**config.mk**
```make
export PLATFORM = sky130hd
export DESIGN_NAME = round_judge
export DESIGN_NICKNAME = d
export VERILOG_FILES = /design/src/rtl/game_pkg.sv /design/src/rtl/press_capture.sv /design/src/rtl/round_judge.sv
export SDC_FILE = /design/constraint.sdc
export NUM_CORES = 1
export LEC_CHECK = 0
export ABC_AREA = 1
export CORE_AREA = 5 5 54 56
export DETAILED_ROUTE_END_ITERATION = 8
export DIE_AREA = 0 0 59 61
export GPL_TIMING_DRIVEN = 0
export PLACE_DENSITY = 0.77
export RECOVER_POWER = 25
export SETUP_SLACK_MARGIN = 0.3
export SLEW_MARGIN = 5
export SYNTH_ARGS = -nofsm -noshare
export SYNTH_HDL_FRONTEND = slang
export SYNTH_HIERARCHICAL = 1
export SYNTH_SLANG_ARGS = --single-unit
```
**constraint.sdc**
```tcl
create_clock -name clk -period 2.8 [get_ports clk]
set_clock_uncertainty 0.15 [all_clocks]
set_input_delay 0.42 -clock clk [delete_from_list [all_inputs] [get_ports clk]]
set_output_delay 0.42 -clock clk [all_outputs]
set_load 0.1 [all_outputs]
```
**src/rtl/game_pkg.sv**
```systemverilog
// Shared definitions for the reaction game: FSM states and the per-player result codes
// exchanged with the score accumulator.
package game_pkg;

    typedef enum logic [1:0] {
        IDLE,
        ARM,
        WINDOW,
        REPORT
    } state_t;

    localparam logic [1:0] CODE_MISS = 2'd0;
    localparam logic [1:0] CODE_HIT  = 2'd1;
    localparam logic [1:0] CODE_FAST = 2'd2;

    function automatic int unsigned max_u(input int unsigned a, input int unsigned b);
        return (a > b) ? a : b;
    endfunction

endpackage

```
**src/rtl/press_capture.sv**
```systemverilog
// Per-player rising-edge detector with a first-press latch and FAST/HIT classification.
module press_capture
    import game_pkg::*;
(
    input  logic       clk,
    input  logic       rst,
    input  logic       button,
    input  logic       window,
    input  logic       clear,
    input  logic       fast,
    output logic       captured,
    output logic [1:0] code
);

    logic       prev;
    logic       cap_q;
    logic [1:0] code_q;
    logic       press;
    logic [1:0] press_code;

    assign press      = window & button & ~prev & ~cap_q;
    assign press_code = fast ? CODE_FAST : CODE_HIT;

    always_ff @(posedge clk or negedge rst) begin
        if (!rst) begin
            prev   <= 1'b0;
            cap_q  <= 1'b0;
            code_q <= CODE_MISS;
        end else begin
            prev <= button;
            if (clear) begin
                cap_q  <= 1'b0;
                code_q <= CODE_MISS;
            end else if (press) begin
                cap_q  <= 1'b1;
                code_q <= press_code;
            end
        end
    end

    // Look-ahead view: includes a capture happening on this edge so the FSM can leave
    // the window and load the report registers on the same edge.
    assign captured = cap_q | press;
    assign code     = press ? press_code : code_q;

endmodule

```
**src/rtl/round_judge.sv**
```systemverilog
// Round sequencer: arm delay, lit response window, then a one-cycle startCalc report of
// both players' result codes to the score accumulator.
module round_judge
    import game_pkg::*;
#(
    parameter int unsigned ARM_CYCLES    = 50,
    parameter int unsigned WINDOW_CYCLES = 100,
    parameter int unsigned FAST_CYCLES   = 20
) (
    input  logic       clk,
    input  logic       rst,
    input  logic       startRound,
    input  logic       p1,
    input  logic       p2,
    output logic       go,
    output logic       busy,
    output logic [1:0] b1,
    output logic [1:0] b2,
    output logic       startCalc
);

    localparam int unsigned CW = $clog2(max_u(ARM_CYCLES, WINDOW_CYCLES) + 1);

    state_t        state, state_nxt;
    logic [CW-1:0] cnt;
    logic          clear, window, fast;
    logic          cap1, cap2;
    logic [1:0]    code1, code2;

    assign clear  = (state == IDLE) & startRound;
    assign window = (state == WINDOW);
    assign fast   = (cnt < CW'(FAST_CYCLES));

    press_capture u_cap1 (
        .clk      (clk),
        .rst      (rst),
        .button   (p1),
        .window   (window),
        .clear    (clear),
        .fast     (fast),
        .captured (cap1),
        .code     (code1)
    );

    press_capture u_cap2 (
        .clk      (clk),
        .rst      (rst),
        .button   (p2),
        .window   (window),
        .clear    (clear),
        .fast     (fast),
        .captured (cap2),
        .code     (code2)
    );

    always_ff @(posedge clk or negedge rst) begin
        if (!rst) state <= IDLE;
        else      state <= state_nxt;
    end

    always_comb begin
        state_nxt = state;
        case (state)
            IDLE:    if (startRound) state_nxt = ARM;
            ARM:     if (cnt == CW'(ARM_CYCLES - 1)) state_nxt = WINDOW;
            WINDOW:  if ((cap1 && cap2) || cnt == CW'(WINDOW_CYCLES - 1)) state_nxt = REPORT;
            REPORT:  state_nxt = IDLE;
            default: state_nxt = IDLE;
        endcase
    end

    // One counter serves ARM and WINDOW; it restarts from zero on every state change.
    always_ff @(posedge clk or negedge rst) begin
        if (!rst) begin
            cnt <= '0;
            b1  <= CODE_MISS;
            b2  <= CODE_MISS;
        end else begin
            if (state_nxt != state)
                cnt <= '0;
            else if (state == ARM || state == WINDOW)
                cnt <= cnt + CW'(1);
            if (state == WINDOW && state_nxt == REPORT) begin
                b1 <= code1;
                b2 <= code2;
            end
        end
    end

    assign go        = (state == WINDOW);
    assign busy      = (state != IDLE);
    assign startCalc = (state == REPORT);

endmodule

```
Yosys cells after proc, flatten, opt, wreduce, memory -nomap -nowiden
Cells that the tools add are included.
Word-level totals
  register bits: 21
  latch bits: 0
  bits in writable memories: 0
  ROM bits: 0
  bits of input ports: 5
  memories kept: 0
Operators by class
  $add $sub $neg: 1
  multipliers: 0
  div/mod/pow operators: 0
  order comparisons: 1
  equal/unequal tests: 7
  shifts and indexed selects: 0
  mux-type cells: 15
  bitwise logic cells: 13
  reduce and logical (&&, ||, !) cells: 9
Operators by type and width (number)
  2-to-1 mux 2 bit: 8
  2-to-1 mux 7 bit: 2
  one-hot mux 2 bit (4 select lines): 1
  nonzero test 2 bit: 4
  adder 7 x 1 -> 7 bit, second input constant: 1
  bitwise AND 1 bit: 7
  equality test 7 x 6 -> 1 bit, second input constant: 1
  equality test 7 bit, second input constant: 1
  less-than comparator 7 x 5 -> 1 bit, second input constant: 1
  equality test 2 bit, second input constant: 3
  2-to-1 mux 1 bit: 4
  NOT 1 bit: 4
  equality test 2 x 1 -> 1 bit, second input constant: 1
  logical AND 1 bit: 2
  logical NOT 2 bit: 1
  logical OR 1 bit: 2
  inequality test 2 bit: 1
  OR 1 bit: 2

Longest topological paths before layout
Gate-level depths: netlist of run 1.
  word-level depth: 11
  gate-level depth with buffers: 15
  depth with buffers taken out: 15

Hierarchy
Netlist of run 1, hierarchy kept.
By module, submodules not included
  round_judge: times used 1, cells an instance 106, area an instance 834.6 µm², seq. area each 325.3 µm²
  press_capture: times used 2, cells an instance 20, area an instance 192.7 µm², seq. area each 100.1 µm²

Least setup slack after synthesis of run 1
No wires, ideal clock.
  path type: register to register
  start: register state[0]
  end: register b1[0]
  library setup time: 0.122 ns
  arrival: 2.470 ns
  data required time: 2.528 ns
  path slack: 0.058 ns
  cell stages (with the launch flop): 16
  buffers on the path: 0
  clock period less this slack: 2.742 ns
  cells stage by stage: dfrtp_1 -> inv_1 -> ha_1 -> nand2_2 -> nor2_4 -> inv_1 -> nand2_1 -> a21oi_1 -> nand2_1 -> nand2_1 -> nand2_1 -> nand2_2 -> inv_2 -> nand2_2 -> nand2_1 -> nand2_1
On the way
  cells in the longest elaborated chain, start to end: 11
  elaborated cells between the ends (all ways): 21
RTL lines
  start: declaration: RTL line round_judge.sv:24  | state_t state, state_nxt;
  start signal: assignment: RTL line round_judge.sv:58  | else state <= state_nxt;
  equality test 2 bit
  net go: RTL line round_judge.sv:15  | output logic go,
  bitwise AND 1 bit (3 in a row): RTL line press_capture.sv:21  | assign press = window & button & ~prev & ~cap_q;
  OR 1 bit: RTL line press_capture.sv:43  | assign captured = cap_q | press;
  net cap1: RTL line round_judge.sv:27  | logic cap1, cap2;
  logical AND 1 bit: RTL line round_judge.sv:66  | WINDOW: if ((cap1 && cap2) || cnt == CW'(WINDOW_CYCLES - 1)) state_nxt = REPORT;
  logical OR 1 bit: RTL line round_judge.sv:66
  2-to-1 mux 2 bit: RTL line round_judge.sv:66
  one-hot mux 2 bit (4 select lines): RTL line round_judge.sv:63  | case (state)
  net state_nxt[0]: RTL line round_judge.sv:24
  equality test 2 bit: RTL line round_judge.sv:83  | if (state == WINDOW && state_nxt == REPORT) begin
  logical AND 1 bit: RTL line round_judge.sv:83
  end signal: assignment: RTL line round_judge.sv:84  | b1 <= code1;
  end: declaration: RTL line round_judge.sv:17  | output logic [1:0] b1,
The timed path passes the listed nets, and every way through them passes these cells.
A chain may end at the register's enable or synchronous reset.

Worst setup path in the final report of run 1
  start: register state[0]
  end: output port go
On the way
  cells in the longest elaborated chain, start to end: 1
RTL lines
  equality test 2 bit: RTL line round_judge.sv:90  | assign go = (state == WINDOW);
  end: declaration: RTL line round_judge.sv:15
No other way between the ends.

==> reports/qor_table.md, run 1 <==
| Quantity | Reported | Unit |
|---|---|---|
| Result of the run | complete, no violations | - |
| Slew at the pin closest to its max-slew limit | 972.4 | ps |
| Peak Freq | 414.2 | MHz |
| Total Routed Length | 2177 | um |
| Time the final worst path needs with I/O delays and setup | 2414 | ps |
| Initial DRC count | 27 | - |
| Floorplan die area | 3599 | sq um |
| Highest-count cells in the layout ignoring fill and taps | 33 x sky130_fd_sc_hd__nand2_1, 24 x sky130_fd_sc_hd__inv_1, 21 x sky130_fd_sc_hd__dfrtp_1 | - |
| Leak | 0.7149 | nW |
| Post-synthesis share of cell area spent on and, or, nand and nor gates | 33.54 | % |
| Adder-cell share of the synthesized area | 7.179 | % |
| Switching Share | 20.99 | % |
| Master of the slowest instance on the critical path | sky130_fd_sc_hd__clkdlybuf4s15_2 | - |
| TritonCTS clock tree | done | - |
| Final antenna-violating net count | 0 | - |
| Fraction of the yosys area taken by sequential cells | 43.08 | % |
| Commonest non-fill, non-tap cell in the layout | sky130_fd_sc_hd__nand2_1 | - |
| Mean instance size in the synthesized netlist | 8.356 | sq um |
| Cell variety after synth | 20 | - |
| Power Density | 330.1 | nW/um^2 |
| Total vias in the final route | 913 | - |
| Worst IR Drop VDD | 0.2372 | mV |
| Cell family with most CP delay | buffers and inverters | - |
| Number of global-route vias before repair | 965 | - |
| Detailed-route DRC error count | 0 | - |
| Final period utilization | 86.22 | % |
| Die outline height | 61 | um |
| Clk root buf | sky130_fd_sc_hd__clkbuf_4 | - |
| Crit Path Category | reg2out | - |
| Maximum clock path buffer count | 2 | - |
| Cell Int Power | 0.0003645 | W |
| Register share of total power | 66.3 | % |
| CTS Buf Count | 3 | - |
| Highest cell delay on the worst timing path | 580 | ps |
| Maxcap violations | 0 | - |
| Unrepaired setup endpoints after global routing | no | - |
| Worst slew margin relative to its limit | 34.97 | % |
| Setup-violating endpoint count in the final report | 0 | - |
| Post-synthesis compound-gate area fraction | 4.615 | % |
| Flip-flop and latch count after synthesis | 21 | - |
| # diodes | 0 | - |
| Hold Slack | 338.0 | ps |
| Area share of xor/xnor cells in the synthesized design | 3.590 | % |
| RD Place Congestion | 0.8099 | - |
| Endpoint class of the critical path | output pin | - |
| Clock insertion delay at the later pin of the skew report | 300 | ps |
| Worst path cell trace | inv_1 -> ha_2 -> clkdlybuf4s15_2 | - |
| Final hold vios | 0 | - |
| Number of port buffers | 11 | - |
| Area growth from synthesis to layout | 14.56 | % |
| Switching power of the nets | 0.00009682 | W |
| Type of the tightest min-delay check | reg2reg | - |
| Area of the core | 2387 | sq um |
| RR Startpoint | state[0] | - |
| Via density per instance | 4.780 | - |
| Post-CTS Resized | 7 | - |
| Largest net degree at the start of global routing | 22 | - |
| Fraction of final layout cells sized beyond drive strength 1 | 24.22 | % |
| First-pass GRT wire length | 3877 | um |
| Mux cell area share after synthesis | 0 | % |
| Detailed Place HPWL | 1695 | um |
| Chip Width | 59 | um |
| Post-Syn Area | 1220 | sq um |
| Count of warnings emitted by yosys | 6 | - |
| Row count | 18 | - |
| Required time worst endpoint | 2230 | ps |
| Setup TNS | 0 | ps |
| Antenna violations before repair | 0 | - |
| Comb power frac | 2.5 | % |
| Overflow after GRT | 0 | - |
| CTS HTree Levels | 1 | - |
| # Post-CTS Setup Buffers | 0 | - |
| Combinational family with the most area after synthesis | simple AND/OR/NAND/NOR gates | - |
| IO Pins | 12 | - |
| Number of detailed-routing iterations run before antenna repair | 4 | - |
| Total count of max-transition violations in the final report | 0 | - |
| Starting utilization of the core area | 51.10 | % |
| CP max FO | 6 | - |
| Fraction of power consumed by the clock network | 31.2 | % |
| Nature of the critical path startpoint | flop | - |
| Clock transition time at the flip-flop clock pins of the worst setup and hold paths | 110 | ps |
| Final net count | 174 | - |
| Post-cts hold buffer count | 0 | - |
| Syn_nets | 158 | - |
| Number of buffer and inverter instances along the worst setup path | 2 | - |
| Total clock sinks | 21 | - |
| Post-DR wirelength/cell | 11.40 | um |
| Arr. time, crit path | 1840 | ps |
| Global routing usage summed across all routing layers | 13.95 | % |
| Hold Crit Start | b2[0] | - |
| Launch point of the worst path | state[0] | - |
| Gate Count Post-Synth | 146 | - |
metal layers:
layer | vias up | share of wire, % | global-route usage, % | wire length, um
met2 | 7 | 55 | 25.39 | 1195
met5 | - | 0 | 0 | 0
met1 | 434 | 41 | 15.79 | 900
met4 | 0 | 0.55 | 6.149 | 12
li1 | 470 | - | - | -
met3 | 2 | 3.1 | 2.766 | 67
stage by stage:
step	power, W	std cells	setup WS [ps]	util [%]	area, sq um
after floorplan	0.0003123	146	430.4	-	1222
after global placement	0.0003245	187	168.9	57.39	1370
after detailed placement	0.0003246	187	165.7	57.39	1370
after CTS	0.0004661	191	379.6	58.54	1398
after global routing	0.0004838	191	308.8	58.54	1398
final	0.0004613	191	385.9	58.54	1398
final timing paths:
kind,to,slack (ps),cells past startpoint
worst max-delay path,go,390,3
worst min-delay path,b2[0],340,2
worst max register to register,b2[1],560,15
worst min register to register,b2[0],340,2
max in group asynchronous,cnt[2],1390,1
min in group asynchronous,u_cap2/cap_q,550,1
power by group through the flow:
stage,registers [W],clock network (W),logic [W]
3_5_place_dp,0.000312,0,0.0000130
2_1_floorplan,0.000312,0,0.000000603
3_3_place_gp,0.000312,0,0.0000128
4_1_cts,0.000306,0.000147,0.0000130
5_1_grt,0.000306,0.000164,0.0000136
6_report,0.000306,0.000144,0.0000116
cell families after synthesis:
logic type      after synthesis
flops                        21
fa+ha+maj                     7
compound gates                9
xor+xnor                      5
simple gates                 78
buf+inv                      26
worst min-delay path, delay by kind of cell, from the launching register on:
kind | cells | cell delay [ps]
and+or+nand+nor | 2 | 100
DFF | 1 | 360
final cells by class:
type | instances | area [sq um]
tap | 30 | 37.54
timing repair buffer | 11 | 111.4
fill | 211 | 989.7
clock buffer | 4 | 26.28
inverter | 26 | 97.59
multi-input combinational | 99 | 599.3
sequential | 21 | 525.5
synth_stat cells (all sizes together):
cell    count  area share (%)
o21ai       2            0.82
dfrtp      21              43
ha          7             7.2
nand3b      1            0.62
a21oi       7             3.8
clkinv      1            0.31
nor2       17             8.7
xor2        3             2.2
nand2      46              17
inv        25             7.7
xnor2       2             1.4
nor3        3             1.2
nand3      11             5.7
registers in the layout, indices dropped and copies added (netlist names), 2 cells and up:
signal and flops:
state 2, u_cap2/code_q 2, cnt 7, b1 2, b2 2, u_cap1/code_q 2
Power figures use the tool's default switching activity.
==> inputs of run 2 (changes only) <==
Settings changed: SKIP_LAST_GASP set to 1.
==> results of run 2 <==
Same layout as run 1: the final DEF is identical, and so are final timing and power.
